$ cat src/rtl/booth_pkg.sv
// Shared types and build-dependent constants for the sequential Booth multiplier.
// Build option: define BOOTH_RADIX4_EN for modified-Booth radix-4 (default is radix-2).
package booth_pkg;

  typedef enum logic [1:0] {
    IDLE = 2'd0,
    RUN  = 2'd1,
    DONE = 2'd2
  } state_e;

  typedef enum logic [2:0] {
    OP_NONE = 3'd0,
    OP_ADD1 = 3'd1,
    OP_SUB1 = 3'd2,
    OP_ADD2 = 3'd3,
    OP_SUB2 = 3'd4
  } recode_op_e;

`ifdef BOOTH_RADIX4_EN
  localparam bit RADIX4 = 1'b1;
`else
  localparam bit RADIX4 = 1'b0;
`endif

  // Bits consumed from the multiplier per RUN cycle.
  localparam int SHIFT = RADIX4 ? 2 : 1;

  function automatic int n_iter(input int w);
    if (RADIX4) return (w / 2) + 1;
    else        return w + 1;
  endfunction

  // Operand width after sign/zero extension.
  function automatic int ext_width(input int w);
    if (RADIX4) return w + 2;
    else        return w + 1;
  endfunction

endpackage

$ cat src/rtl/booth_recoder.sv
// Combinational Booth recoder: {Q[1], Q[0], q_m1} -> add/subtract operation.
// Radix-2 build (BOOTH_RADIX4_EN undefined) looks only at {Q[0], q_m1}.
module booth_recoder
  import booth_pkg::*;
(
  input  logic [2:0] bits_i,
  output recode_op_e op_o
);

  always_comb begin
    op_o = OP_NONE;
    if (RADIX4) begin
      case (bits_i)
        3'b001, 3'b010: op_o = OP_ADD1;
        3'b011:         op_o = OP_ADD2;
        3'b100:         op_o = OP_SUB2;
        3'b101, 3'b110: op_o = OP_SUB1;
        default:        op_o = OP_NONE;
      endcase
    end else begin
      case (bits_i[1:0])
        2'b01:   op_o = OP_ADD1;
        2'b10:   op_o = OP_SUB1;
        default: op_o = OP_NONE;
      endcase
    end
  end

endmodule

$ cat src/rtl/booth_mult_seq.sv
// Sequential Booth multiplier with valid/ready on both sides; signed/unsigned per operation.
// Build option: BOOTH_RADIX4_EN selects radix-4 recoding (W/2+1 iterations instead of W+1).
//
//  state | meaning
//  IDLE  | waiting for operands, in_ready high
//  RUN   | one recode/add/shift step per cycle, count_q iterations left
//  DONE  | product held on out_valid until out_ready
module booth_mult_seq
  import booth_pkg::*;
#(
  parameter int W = 8
) (
  input  logic           clk,
  input  logic           rst,
  input  logic           in_valid,
  output logic           in_ready,
  input  logic           is_signed,
  input  logic [W-1:0]   multiplicand,
  input  logic [W-1:0]   multiplier,
  output logic           out_valid,
  input  logic           out_ready,
  output logic [2*W-1:0] product,
  output logic           busy
);

  localparam int WI   = ext_width(W);
  localparam int WA   = WI + 2;
  localparam int N_IT = n_iter(W);
  localparam int CW   = $clog2(N_IT + 1);

  if (W < 2 || W > 32) begin : g_bad_width
    $error("booth_mult_seq: W must lie in 2..32");
  end
  if (RADIX4 && (W % 2 != 0)) begin : g_odd_width
    $error("booth_mult_seq: radix-4 build requires an even W");
  end

  state_e              state_q, state_d;
  logic [CW-1:0]       count_q, count_d;
  logic signed [WA-1:0] a_q, a_d;
  logic [WI-1:0]       q_q, q_d;
  logic                qm1_q, qm1_d;
  logic [WI-1:0]       m_q, m_d;
  logic [2*W-1:0]      product_q, product_d;

  logic                 accept;
  logic [WI-1:0]        mcand_ext, mplier_ext;
  recode_op_e           op;
  logic signed [WA-1:0] m_wide, addend, sum;
  logic signed [WA+WI:0] cat, cat_sh;

  assign in_ready = (state_q == IDLE) && !rst;
  assign accept   = in_valid && in_ready;

  assign mcand_ext  = {{(WI-W){is_signed & multiplicand[W-1]}}, multiplicand};
  assign mplier_ext = {{(WI-W){is_signed & multiplier[W-1]}}, multiplier};

  booth_recoder u_recoder (
    .bits_i ({q_q[1], q_q[0], qm1_q}),
    .op_o   (op)
  );

  // A carries two guard bits so that -2M of the most negative operand still fits.
  assign m_wide = {{(WA-WI){m_q[WI-1]}}, m_q};

  always_comb begin
    addend = '0;
    case (op)
      OP_ADD1: addend = m_wide;
      OP_SUB1: addend = -m_wide;
      OP_ADD2: addend = m_wide <<< 1;
      OP_SUB2: addend = -(m_wide <<< 1);
      default: addend = '0;
    endcase
    sum = a_q + addend;
  end

  assign cat    = {sum, q_q, qm1_q};
  assign cat_sh = cat >>> SHIFT;

  always_comb begin
    state_d   = state_q;
    count_d   = count_q;
    a_d       = a_q;
    q_d       = q_q;
    qm1_d     = qm1_q;
    m_d       = m_q;
    product_d = product_q;
    case (state_q)
      IDLE: begin
        if (accept) begin
          state_d = RUN;
          count_d = CW'(N_IT);
          a_d     = '0;
          q_d     = mplier_ext;
          qm1_d   = 1'b0;
          m_d     = mcand_ext;
        end
      end
      RUN: begin
        a_d   = cat_sh[WA+WI -: WA];
        q_d   = cat_sh[WI -: WI];
        qm1_d = cat_sh[0];
        if (count_q == CW'(1)) begin
          state_d   = DONE;
          count_d   = '0;
          // Low 2W bits of the shifted {A,Q}.
          product_d = cat_sh[1 +: 2*W];
        end else begin
          count_d = count_q - CW'(1);
        end
      end
      DONE: begin
        if (out_ready) state_d = IDLE;
      end
      default: state_d = IDLE;
    endcase
  end

  always_ff @(posedge clk) begin
    if (rst) begin
      state_q   <= IDLE;
      count_q   <= '0;
      a_q       <= '0;
      q_q       <= '0;
      qm1_q     <= 1'b0;
      m_q       <= '0;
      product_q <= '0;
    end else begin
      state_q   <= state_d;
      count_q   <= count_d;
      a_q       <= a_d;
      q_q       <= q_d;
      qm1_q     <= qm1_d;
      m_q       <= m_d;
      product_q <= product_d;
    end
  end

  assign out_valid = (state_q == DONE);
  assign busy      = (state_q == RUN) || (state_q == DONE);
  assign product   = product_q;

endmodule

$ cat config.mk
export PLATFORM = sky130hd
export DESIGN_NAME = booth_mult_seq
export DESIGN_NICKNAME = d
export VERILOG_FILES = /design/src/rtl/booth_pkg.sv /design/src/rtl/booth_recoder.sv /design/src/rtl/booth_mult_seq.sv
export SDC_FILE = /design/constraint.sdc
export NUM_CORES = 1
export LEC_CHECK = 0
export CAP_MARGIN = 10
export CORE_ASPECT_RATIO = 1.5
export CORE_UTILIZATION = 59
export CTS_CLUSTER_SIZE = 24
export DETAILED_ROUTE_END_ITERATION = 10
export GPL_TIMING_DRIVEN = 0
export HOLD_SLACK_MARGIN = 0.08
export PLACE_DENSITY = 0.94
export SYNTH_ARGS = -nofsm -noshare
export SYNTH_HDL_FRONTEND = slang
export SYNTH_SLANG_ARGS = --single-unit
$ cat constraint.sdc
create_clock -name clk -period 5 [get_ports clk]
set_clock_uncertainty 0.1 [all_clocks]
set_input_delay 1 -clock clk [delete_from_list [all_inputs] [get_ports clk]]
set_output_delay 1 -clock clk [all_outputs]
set_load 0.02 [all_outputs]
* Word-level counts from Yosys, hierarchy flattened
Index checks and enable logic that the tools add are counted.
** Cells by class
- $add $sub $neg :: 4
- Equal/unequal tests :: 12
- Muxes and demuxes :: 15
- Bitwise operators :: 2
- Reductions and logical operators :: 10
** Operators with widths (count)
- one-hot mux 11 bit (4 select lines) :: 1
- one-hot mux 11 bit (2 select lines) :: 1
- one-hot mux 9 bit (2 select lines) :: 1
- adder 11 bit :: 1
- 2-to-1 mux 11 bit :: 1
- negation 10 -> 11 bit :: 1
- negation 9 -> 11 bit :: 1
- 2-to-1 mux 9 bit :: 1
- 2-to-1 mux 4 bit :: 2
- one-hot mux 4 bit (2 select lines) :: 1
- equality test 3 x 2 -> 1 bit (second input constant) :: 2
- 2-to-1 mux 2 bit :: 3
- one-hot mux 2 bit (3 select lines) :: 1
- AND reduction 2 bit :: 3
- equality test 2 x 1 -> 1 bit (second input constant) :: 2
- equality test 2 bit (second input constant) :: 2
- equality test 4 x 1 -> 1 bit (second input constant) :: 1
- inequality test 2 bit (second input constant) :: 2
- one-hot mux 2 bit (2 select lines) :: 1
- subtractor 4 x 1 -> 4 bit (second input constant) :: 1
- equality test 3 x 1 -> 1 bit (second input constant) :: 1
- equality test 3 bit (second input constant) :: 1
- AND reduction 3 bit :: 1
- AND 1 bit :: 2
- other kinds (8) :: 9
** Word-level totals
- Flip-flop bits (word level) :: 52
- Input bits :: 21
- Output and inout port bits :: 19
- Word-level logic and storage cells :: 50

* Longest topological paths before layout
Gate-level depths: netlist of run 1.
- Depth after elaboration :: 6
- Depth in mapped cells :: 14
- Gate-level depth less buffers :: 13

* By module
From an unflattened synthesis of run 1, not the netlist that was laid out.
** Unflattened totals
- Cells, all modules :: 392
- Area total of the unflattened synthesis :: 3131.8 um2
** By module, submodules not included
- booth_mult_seq :: instances 1, cells each 388, area an instance 3105.5 um2, sequential area each 1021.0 um2
- booth_recoder :: instances 1, cells each 4, area an instance 26.3 um2, sequential area each 0.0 um2

* Least setup slack after synthesis of run 1
No wires, ideal clock.
- Kind :: register -> register
- Start point :: reg q_q[0]
- End point :: reg a_q[7]
- Library setup time :: 0.117 ns
- Data arrival time :: 2.749 ns
- Data required time :: 4.783 ns
- Slack :: 2.034 ns
- Stages on the path, launching flop included :: 13
- Buffers on the path :: 1
- Period minus slack after synthesis :: 2.966 ns
- Cells stage by stage :: dfxtp_1 inv_1 ha_1 clkbuf_1 nor3_1 ha_1 fa_1 a21oi_1 nand4b_1 a21boi_0 o21a_1 or3_1 a32o_1
** Between the ends
- Cells in the longest elaborated chain, start to end :: 6
- Elaborated cells between the ends (all ways) :: 10
- Classes of those cells :: 1 x add/sub; 6 x eq/ne; 3 x mux
** RTL lines
- start: declaration :: RTL line booth_mult_seq.sv:41 : logic [WI-1:0] q_q, q_d;
- start signal: assignment :: RTL line booth_mult_seq.sv:133 : q_q <= q_d;
- equality test 2 bit or equality test 2 x 1 -> 1 bit (tied branches) :: RTL line booth_recoder.sv:21 : case (bits_i[1:0])
- one-hot mux 2 bit (2 select lines) * :: RTL line booth_recoder.sv:21
- equality test 3 bit (tied with other cells) :: RTL line booth_mult_seq.sv:68 : case (op)
- one-hot mux 11 bit (4 select lines) * :: RTL line booth_mult_seq.sv:68
- adder 11 bit * :: RTL line booth_mult_seq.sv:75 : sum = a_q + addend;
- one-hot mux 11 bit (2 select lines) * :: RTL line booth_mult_seq.sv:89 : case (state_q)
- end signal: assignment :: RTL line booth_mult_seq.sv:124 : a_q <= '0;
- end signal: assignment :: RTL line booth_mult_seq.sv:132 : a_q <= a_d;
- end: declaration :: RTL line booth_mult_seq.sv:40 : logic signed [WA-1:0] a_q, a_d;
Mark *: on every way between the ends. The rest lies on a longest branch, timed or not.
A chain may end at the register's enable or synchronous reset.

* Final worst setup path of run 1
Same ends and word-level chain as after synthesis.

==> impl_results.md, run 1 <==
- Synth Net Count: 400
- WS Path Type: flip-flop to flip-flop
- Leak Pwr: 1.33 nW
- Antenna violations before repair: 0
- CP Launch Point: q_q[0]$_SDFFE_PP0P_
- Total GRT Usage: 30.0%
- Final ANT Viol Nets: 0
- Vias in the first global route: 2682
- Status: finished clean
- Worst path most repeated cell: ha_1
- Worst-Margin Slew: 0.645 ns
- CP max-delay cell: dfxtp_1
- Unrepaired setup endpoints after global routing: false
- Worst setup SP type: flip-flop
- Avg Vias per Cell: 5.89
- Total grt overflow: 0
- WHS Endpoint: product[7]$_SDFFE_PP0P_
- Num ports: 40
- Cell Area, Synth: 2860 um^2
- Hold Crit Depth: 2
- Layout cells sized above 1: 3.47%
- R2R cell count: 13
- Max-slew violations: 0
- Pre-Repair DR Iteration Count: 4
- Setup Fix Bufs, Post-CTS: 0
- CP max stage delay: 0.45 ns
- Most frequent cells in the layout: 57 x nand2_1, 51 x dfxtp_1, 39 x clkdlybuf4s50_1
- DRT Wirelength: 7180 um
- DRC: 0
- DR iter-0 viols: 116
- Worst Hold Launch: product[7]$_SDFFE_PP0P_
- Max Fclk: 0.283 GHz
- Die ar.: 5130 um^2
- DP HPWL: 5400 um
- PD cells: 368 nW/um^2
- Pin count of the biggest net entering global routing: 19
- Seq/Total Area, Yosys: 35.8%
- # hold bufs at CTS: 0
- Mean Syn Cell Area: 8.00 um^2
- Worst-Skew Late Latency: 0.31 ns
- Crit path DAT: 3.66 ns
- CP Cell Sequence: ha_1 -> clkbuf_1 -> inv_1 -> nor2_1 -> o21ai_0 -> a31oi_1 -> ha_1 -> a21o_1 -> a21oi_1 -> a21boi_0 -> o21a_1 -> or3_1 -> a32o_1
- Max-slew headroom: 56.7%
- Clk sinks: 51
- Synth cell types: 48
- Clk slew on worst S/H paths: 0.10 ns
- Root buffer cell: clkbuf_8
- Post-synth ARST share: 0%
- Area growth syn-to-layout: 19.9%
- Via count: 2755
- Count of flip-flops with a built-in enable after synthesis: 0
- Sum Neg Setup Slack: 0 ns
- Final GP Congestion: 0.912
- RR Startpoint: q_q[0]$_SDFFE_PP0P_
- Critical Path Fanout Max: 9
- Main synth FF type: dfxtp_1
- Synth Register Bits: 51
- Most common library cell in the layout ignoring fill and taps: nand2_1
- Clk buf depth: 2
- Capturing point of the worst reg2reg path: a_q[7]$_SDFFE_PP0P_
- Crit path time final: 3.54 ns
- Pre-CTS setup slack: 1.51 ns
- Synth Instances: 357
- Flop2flop setup slack: 1.46 ns
- CTS tree: done
- Global-route wire length before repair: 11700 um
- Max-cap violations: 0
- Port Buf Inserts: 39
- Setup-failing EPs final: 0
- Die height: 87.2 um
- Placeable Area: 4580 um^2
- Warnings from Yosys: 0
- Resized cells post-CTS: 0
- Hold/Removal Path Class: flip-flop to flip-flop
- CTS buffer count: 5
- Layout Utilization: 74.7%
- Worst setup EP type: flip-flop
- Setup ws final: 1.46 ns
- Die width: 58.8 um
- Critical Path RT: 5.12 ns
- H-tree Lvls: 2
- N_diodes: 0
- Worst vdd ir: 0.272 mV
- Num rows: 30
- Initial Utilization: 62.3%
- Routed len/inst: 15.3 um
- Fin crit share: 70.7%
- Fin. Hold Viols: 0
- Fin nets: 446
- Filler cell count: 340
-- layer usage --
| layer | GRT usage [%] | vias up | part of all wire (%) |
|---|---|---|---|
| li1 | - | 1346 | - |
| met1 | 29.7 | 1290 | 37 |
| met2 | 58.0 | 93 | 55 |
| met3 | 3.71 | 26 | 3.6 |
| met4 | 16.7 | 0 | 4.0 |
| met5 | 0 | - | 0 |
-- worst max-delay path by stage --
stage	end	slack (ns)	cells past startpoint
detailed placement	in_ready	1.51	3
finish	a_q[7]$_SDFFE_PP0P_	1.46	13
global placement	in_ready	1.56	3
global route	a_q[7]$_SDFFE_PP0P_	1.31	12
CTS	in_ready	1.50	3
floorplan	a_q[7]$_SDFFE_PP0P_	2.03	12
-- where the power goes --
part | internal, mW | switching [mW] | leakage, nW
clock | 0.103 | 0.150 | 0.0463
combinational | 0.193 | 0.305 | 0.867
sequential | 0.457 | 0.0525 | 0.415
total | 0.754 | 0.507 | 1.33
-- synth_stat cells, drive strengths merged (3+ instances only) --
| library cell | instances | area share (%) |
|---|---|---|
| buf | 4 | 0.66 |
| nand2b | 6 | 1.3 |
| mux2i | 10 | 3.5 |
| nor3 | 5 | 0.88 |
| nor4 | 3 | 1.2 |
| nand2 | 57 | 7.5 |
| nor2 | 38 | 5.0 |
| ha | 21 | 9.2 |
| xnor2 | 6 | 1.8 |
| or3 | 4 | 0.88 |
| o31ai | 3 | 0.79 |
| o21a | 4 | 1.1 |
| nand3 | 5 | 0.88 |
| inv | 14 | 1.8 |
| a21oi | 36 | 6.3 |
| nand3b | 3 | 0.79 |
| xor2 | 3 | 0.92 |
| o21ai | 19 | 3.5 |
| a211oi | 12 | 3.2 |
| a22oi | 10 | 2.6 |
| dfxtp | 51 | 36 |
| a21o | 5 | 1.4 |
| clkbuf | 12 | 1.6 |
-- worst max-delay path: cells and delay by family (launching register included) --
kind                       cells  cell delay [ns]
AOI/OAI and AO/OA              7             1.40
adders and majority gates      2             0.54
buffers and inverters          2             0.52
DFF                            1             0.45
and+or+nand+nor                2             0.44
-- flip-flops by register name, indices dropped and copies added (netlist names) --
signal	flops
state_q	2
product	16
qm1_q	1
q_q	9
m_q	9
count_q	4
a_q	10
-- through the flow --
stage	power (mW)	cell area (um^2)	hold slack [ns]	cells
CTS	1.26	3420	0.360	468
finish	1.26	3420	0.360	468
floorplan	0.862	2860	0.345	357
global route	1.34	3420	0.375	468
global placement	0.984	3330	0.346	460
detailed placement	1.01	3330	0.345	460
-- cells by family after synthesis --
| kind of cell | share of synthesized area (%) |
|---|---|
| AND/OR/NAND/NOR | 20.9 |
| AO/OA/AOI/OAI | 23.1 |
| flip-flops | 35.8 |
| buffers and inverters | 4.07 |
| adder cells (fa/ha/maj) | 9.90 |
| multiplexers | 3.51 |
| XOR/XNOR | 2.76 |
-- final cells by class --
type | instances | area [um^2] | share of cell area, %
Timing Repair Buffer | 39 | 390 | 11.4
Buffer | 16 | 63.8 | 1.86
Multi-Input combinational cell | 276 | 1720 | 50.2
Inverter | 14 | 52.6 | 1.54
Clock inverter | 3 | 27.5 | 0.804
Tap cell | 64 | 80.1 | 2.34
Clock buffer | 5 | 68.8 | 2.01
Sequential cell | 51 | 1020 | 29.8
No activity file was read; power rests on OpenSTA's default activity.
==> run 2: changes to the inputs <==
CORE_UTILIZATION = 49   (was 59)
PLACE_DENSITY = 0.85   (was 0.94)
clock period = 3.2 ns   (was 5 ns; I/O delays follow)
==> impl_results.md, run 2 (synthesized netlist as in run 1, its figures left out) <==
- CTS buffer count: 5
- Layout Utilization: 63.6%
- Total GRT Usage: 24.6%
- Fin. Hold Viols: 0
- Num rows: 33
- Worst vdd ir: 0.499 mV
- DR iter-0 viols: 159
- Max-slew violations: 0
- Global-route wire length before repair: 11800 um
- Status: finished clean
- Setup ws final: 0.137 ns
- Routed len/inst: 15.3 um
- Flop2flop setup slack: 0.14 ns
- Filler cell count: 490
- Crit path DAT: 3.18 ns
- Pin count of the biggest net entering global routing: 17
- # hold bufs at CTS: 0
- Clk slew on worst S/H paths: 0.10 ns
- Sum Neg Setup Slack: 0 ns
- Worst Hold Launch: product[13]$_SDFFE_PP0P_
- Port Buf Inserts: 39
- Root buffer cell: clkbuf_8
- Total grt overflow: 0
- CTS tree: done
- Setup-failing EPs final: 0
- Die ar.: 6140 um^2
- Die width: 64.3 um
- Die height: 95.5 um
- Critical Path RT: 3.32 ns
- Max Fclk: 0.326 GHz
- # placed instances: 466
- Num ports: 40
- Avg Vias per Cell: 5.82
- Clk sinks: 51
- FF+latch area: 1020 um^2
- Critical Path Fanout Max: 11
- Area of the multi-input gates: 1760 um^2
- Leak Pwr: 1.36 nW
- DRT Wirelength: 7260 um
- Max reg flops: 16
- Max-slew headroom: 54.8%
- Area growth syn-to-layout: 23.2%
- Worst-Margin Slew: 0.678 ns
- PD cells: 595 nW/um^2
- DRC: 0
- Pre-CTS setup slack: -0.160 ns
- Antenna violations before repair: 0
- Vias in the first global route: 2667
- Most common library cell in the layout ignoring fill and taps: nand2_1
- Most frequent cells in the layout: 57 x nand2_1, 50 x dfxtp_1, 39 x clkdlybuf4s50_1
- Worst hold slack: 0.358 ns
- Worst setup SP type: flip-flop
- Layout Cells excl Fill: 475
- Layout cells sized above 1: 7.16%
- Hold/Removal Path Class: flip-flop to flip-flop
- Fin nets: 447
- Final GP Congestion: 0.871
- Initial Utilization: 51.6%
- Max-cap violations: 0
- CP Launch Point: q_q[0]$_SDFFE_PP0P_
- Clk buf depth: 2
- N_diodes: 0
- WS Path Type: flip-flop to flip-flop
- Fin crit share: 95.7%
- Worst-Skew Late Latency: 0.31 ns
- DP HPWL: 5260 um
- RR Startpoint: q_q[0]$_SDFFE_PP0P_
- H-tree Lvls: 2
- Worst setup EP type: flip-flop
- Via count: 2763
- Placeable Area: 5530 um^2
- Final ANT Viol Nets: 0
- Crit path time final: 3.06 ns
- Pre-Repair DR Iteration Count: 4
run 2: cell types whose count changed in the layout (fill, tap and decap cells not counted), moves of 2 or more:
cell      before  now
clkbuf_1      12    9
ha_2           0    2
buf_4          0    3
inv_1         14   11
ha_1          21   18
inv_2          0    3
run 2: path summary, 6_finish.rpt:
| kind | to | cells past startpoint |
|---|---|---|
| worst min-delay path | product[13]$_SDFFE_PP0P_ | 2 |
| worst max register to register | a_q[7]$_SDFFE_PP0P_ | 11 |
| worst max-delay path | a_q[7]$_SDFFE_PP0P_ | 11 |
| worst min register to register | product[13]$_SDFFE_PP0P_ | 2 |
run 2: worst max-delay path: stages, from the launching register on:
cell,delay (ns)
dfxtp_4,0.40
inv_1,0.05
ha_1,0.50
nor3_1,0.13
ha_2,0.22
fa_2,0.36
a21oi_1,0.16
nand4b_1,0.17
a21boi_0,0.12
o21a_1,0.20
or3_1,0.30
a32o_1,0.24
run 2: timing repair:
item                                   4_1_cts  5_1_grt
pin swaps                                    0        2
setup buffers                                0        3
resized for setup                            2       15
endpoints found under the hold margin        0        0
setup endpoints to repair                    2        3
run 2: where the power goes:
| part | switching [mW] | leakage, nW | internal, mW |
|---|---|---|---|
| logic | 0.477 | 0.883 | 0.321 |
| registers | 0.0909 | 0.415 | 0.717 |
| clock network | 0.231 | 0.0618 | 0.258 |
run 2: layout make-up:
class                           instances  area share [%]
Multi-Input combinational cell        276            50.1
Sequential cell                        51            29.1
Timing Repair Buffer                   42            11.7
Tap cell                               70            2.49
Clock buffer                            6            2.35
Buffer                                 14            1.64
Inverter                               14            1.49
Clock inverter                          2            1.10
run 2: metal layers:
layer	part of all wire [%]	GRT usage [%]	up-vias
met3	4.0	3.59	24
met1	38	25.2	1286
met2	54	46.7	94
met5	0	0	-
met4	4.0	14.1	0
li1	-	-	1359
run 2: stage by stage:
| stage | total power, mW | area [um^2] |
|---|---|---|
| detailed placement | 1.57 | 3330 |
| CTS | 2.05 | 3450 |
| global placement | 1.54 | 3330 |
| global route | 2.22 | 3520 |
| floorplan | 1.35 | 2860 |
| finish | 2.09 | 3520 |
==> run 3: changes to the inputs <==
PLACE_DENSITY = default   (was 0.85)
PLACE_DENSITY_LB_ADDON = 0.25   (was default)
==> impl_results.md, run 3 (synthesized netlist as in run 1, its figures left out) <==
- Setup-failing EPs final: 0
- CTS tree: done
- # placed instances: 466
- Num ports: 40
- Fin area: 3460 um^2
- Unrepaired setup endpoints after global routing: false
- Initial Utilization: 51.6%
- Most common library cell in the layout ignoring fill and taps: nand2_1
- Cell family with most CP delay: adder cells
- Critical Path Fanout Max: 11
- Num rows: 33
- Setup Fix Bufs, Post-CTS: 0
- Max reg flops: 16
- Clk sinks: 51
- DP HPWL: 5290 um
- DR iter-0 viols: 189
- WS Path Type: flip-flop to flip-flop
- Global-route wire length before repair: 11500 um
- Via count: 2678
- Fin nets: 444
- DRC: 0
- Clk slew on worst S/H paths: 0.10 ns
- Total GRT Usage: 23.5%
- Placeable Area: 5530 um^2
- Max-cap violations: 0
- Die ar.: 6140 um^2
- Routed len/inst: 14.5 um
- H-tree Lvls: 2
- Max-slew violations: 0
- Worst path most repeated cell: ha_1
- Max-slew headroom: 55.6%
- Layout cells sized above 1: 5.97%
- Leak Pwr: 1.32 nW
- Pin count of the biggest net entering global routing: 17
- Fin. Hold Viols: 0
- Filler cell count: 528
- Placed Area: 3330 um^2
- Avg Vias per Cell: 5.67
- CTS buffer count: 5
- CP Cell Sequence: inv_1 -> ha_1 -> nor3_1 -> ha_1 -> fa_2 -> a21oi_2 -> nand4b_1 -> a21boi_0 -> o21a_1 -> or3_1 -> a32o_1
- CP bufs+invs: 1
- Setup ws final: 0.187 ns
- Worst-Margin Slew: 0.666 ns
- Vias in the first global route: 2610
- Pre-Repair DR Iteration Count: 4
- Die height: 95.5 um
- Sum Neg Setup Slack: 0 ns
- # hold bufs at CTS: 0
- Root buffer cell: clkbuf_8
- RR Startpoint: q_q[0]$_SDFFE_PP0P_
- Pre-CTS setup slack: -0.184 ns
- Port Buf Inserts: 39
- Antenna violations before repair: 0
- Worst setup EP type: flip-flop
- Total grt overflow: 0
- Worst setup SP type: flip-flop
- N_diodes: 0
- Most frequent cells in the layout: 57 x nand2_1, 50 x dfxtp_1, 39 x clkdlybuf4s50_1
- Layout Cells excl Fill: 472
- Fin crit share: 94.2%
- Crit path time final: 3.01 ns
- Critical Path RT: 3.32 ns
- CP Launch Point: q_q[0]$_SDFFE_PP0P_
- Final GP Congestion: 0.884
- CP max-delay cell: ha_1
- Worst hold slack: 0.358 ns
- CP max stage delay: 0.50 ns
- Worst vdd ir: 0.374 mV
- Worst Hold Launch: product[13]$_SDFFE_PP0P_
- Hold/Removal Path Class: flip-flop to flip-flop
- Clk buf depth: 2
- Die width: 64.3 um
- Status: finished clean
- Area growth syn-to-layout: 21.2%
- PD cells: 565 nW/um^2
- FF+latch area: 1020 um^2
- Max Fclk: 0.332 GHz
- Final ANT Viol Nets: 0
- Worst-Skew Late Latency: 0.31 ns
- Area of the multi-input gates: 1760 um^2
- DRT Wirelength: 6850 um
- Crit path DAT: 3.13 ns
## run 3: cell types whose count changed in the layout (fill, tap and decap cells not counted), sizes merged
| cell | delta |
|---|---|
| inv | -1 |
| bufinv | -1 |
| buf | -3 |
| clkinvlp | +2 |
| clkbuf | -1 |
| clkinv | +1 |
## run 3: cell type report
type / count / area share, %
Sequential cell: 51 / 29.6
Buffer: 14 / 1.66
Tap cell: 70 / 2.53
Clock inverter: 3 / 0.579
Inverter: 14 / 1.52
Timing Repair Buffer: 39 / 11.3
Clock buffer: 5 / 1.99
Multi-Input combinational cell: 276 / 50.8
## run 3: worst min-delay path, stage by stage, from the launching register on
cell and delay (ns):
dfxtp_1 0.32, nand2_1 0.05, a21oi_1 0.05
## run 3: timing repair
action	4_1_cts	5_1_grt
gates cloned	0	0
setup endpoints to repair	3	2
pin swaps	0	1
hold endpoints to repair	0	0
gates resized for setup	2	12
## run 3: metrics by stage
step / utilization (%) / total power, mW
floorplan: - / 1.35
global placement: 60.2 / 1.55
detailed placement: 60.2 / 1.57
CTS: 61.8 / 1.94
global route: 62.5 / 2.07
finish: 62.5 / 1.96
## run 3: power breakdown
| part | internal [mW] | switching (mW) |
|---|---|---|
| registers | 0.717 | 0.0833 |
| logic | 0.313 | 0.467 |
| clock network | 0.153 | 0.222 |
## run 3: path summary, 6_finish.rpt
| kind | end | slack, ns | cells after the start |
|---|---|---|---|
| max | a_q[7]$_SDFFE_PP0P_ | 0.19 | 11 |
| min | product[13]$_SDFFE_PP0P_ | 0.36 | 2 |
| max reg2reg | a_q[7]$_SDFFE_PP0P_ | 0.19 | 11 |
| min reg2reg | product[13]$_SDFFE_PP0P_ | 0.36 | 2 |
## run 3: metal layers
layer	routed length (um)	share of wire, %	GRT usage, %	vias up
met5	0	0	0	-
met3	148	2.2	2.27	11
met2	3700	54	45.0	45
met1	2830	41	25.8	1284
li1	-	-	-	1338
met4	170	2.5	10.4	0
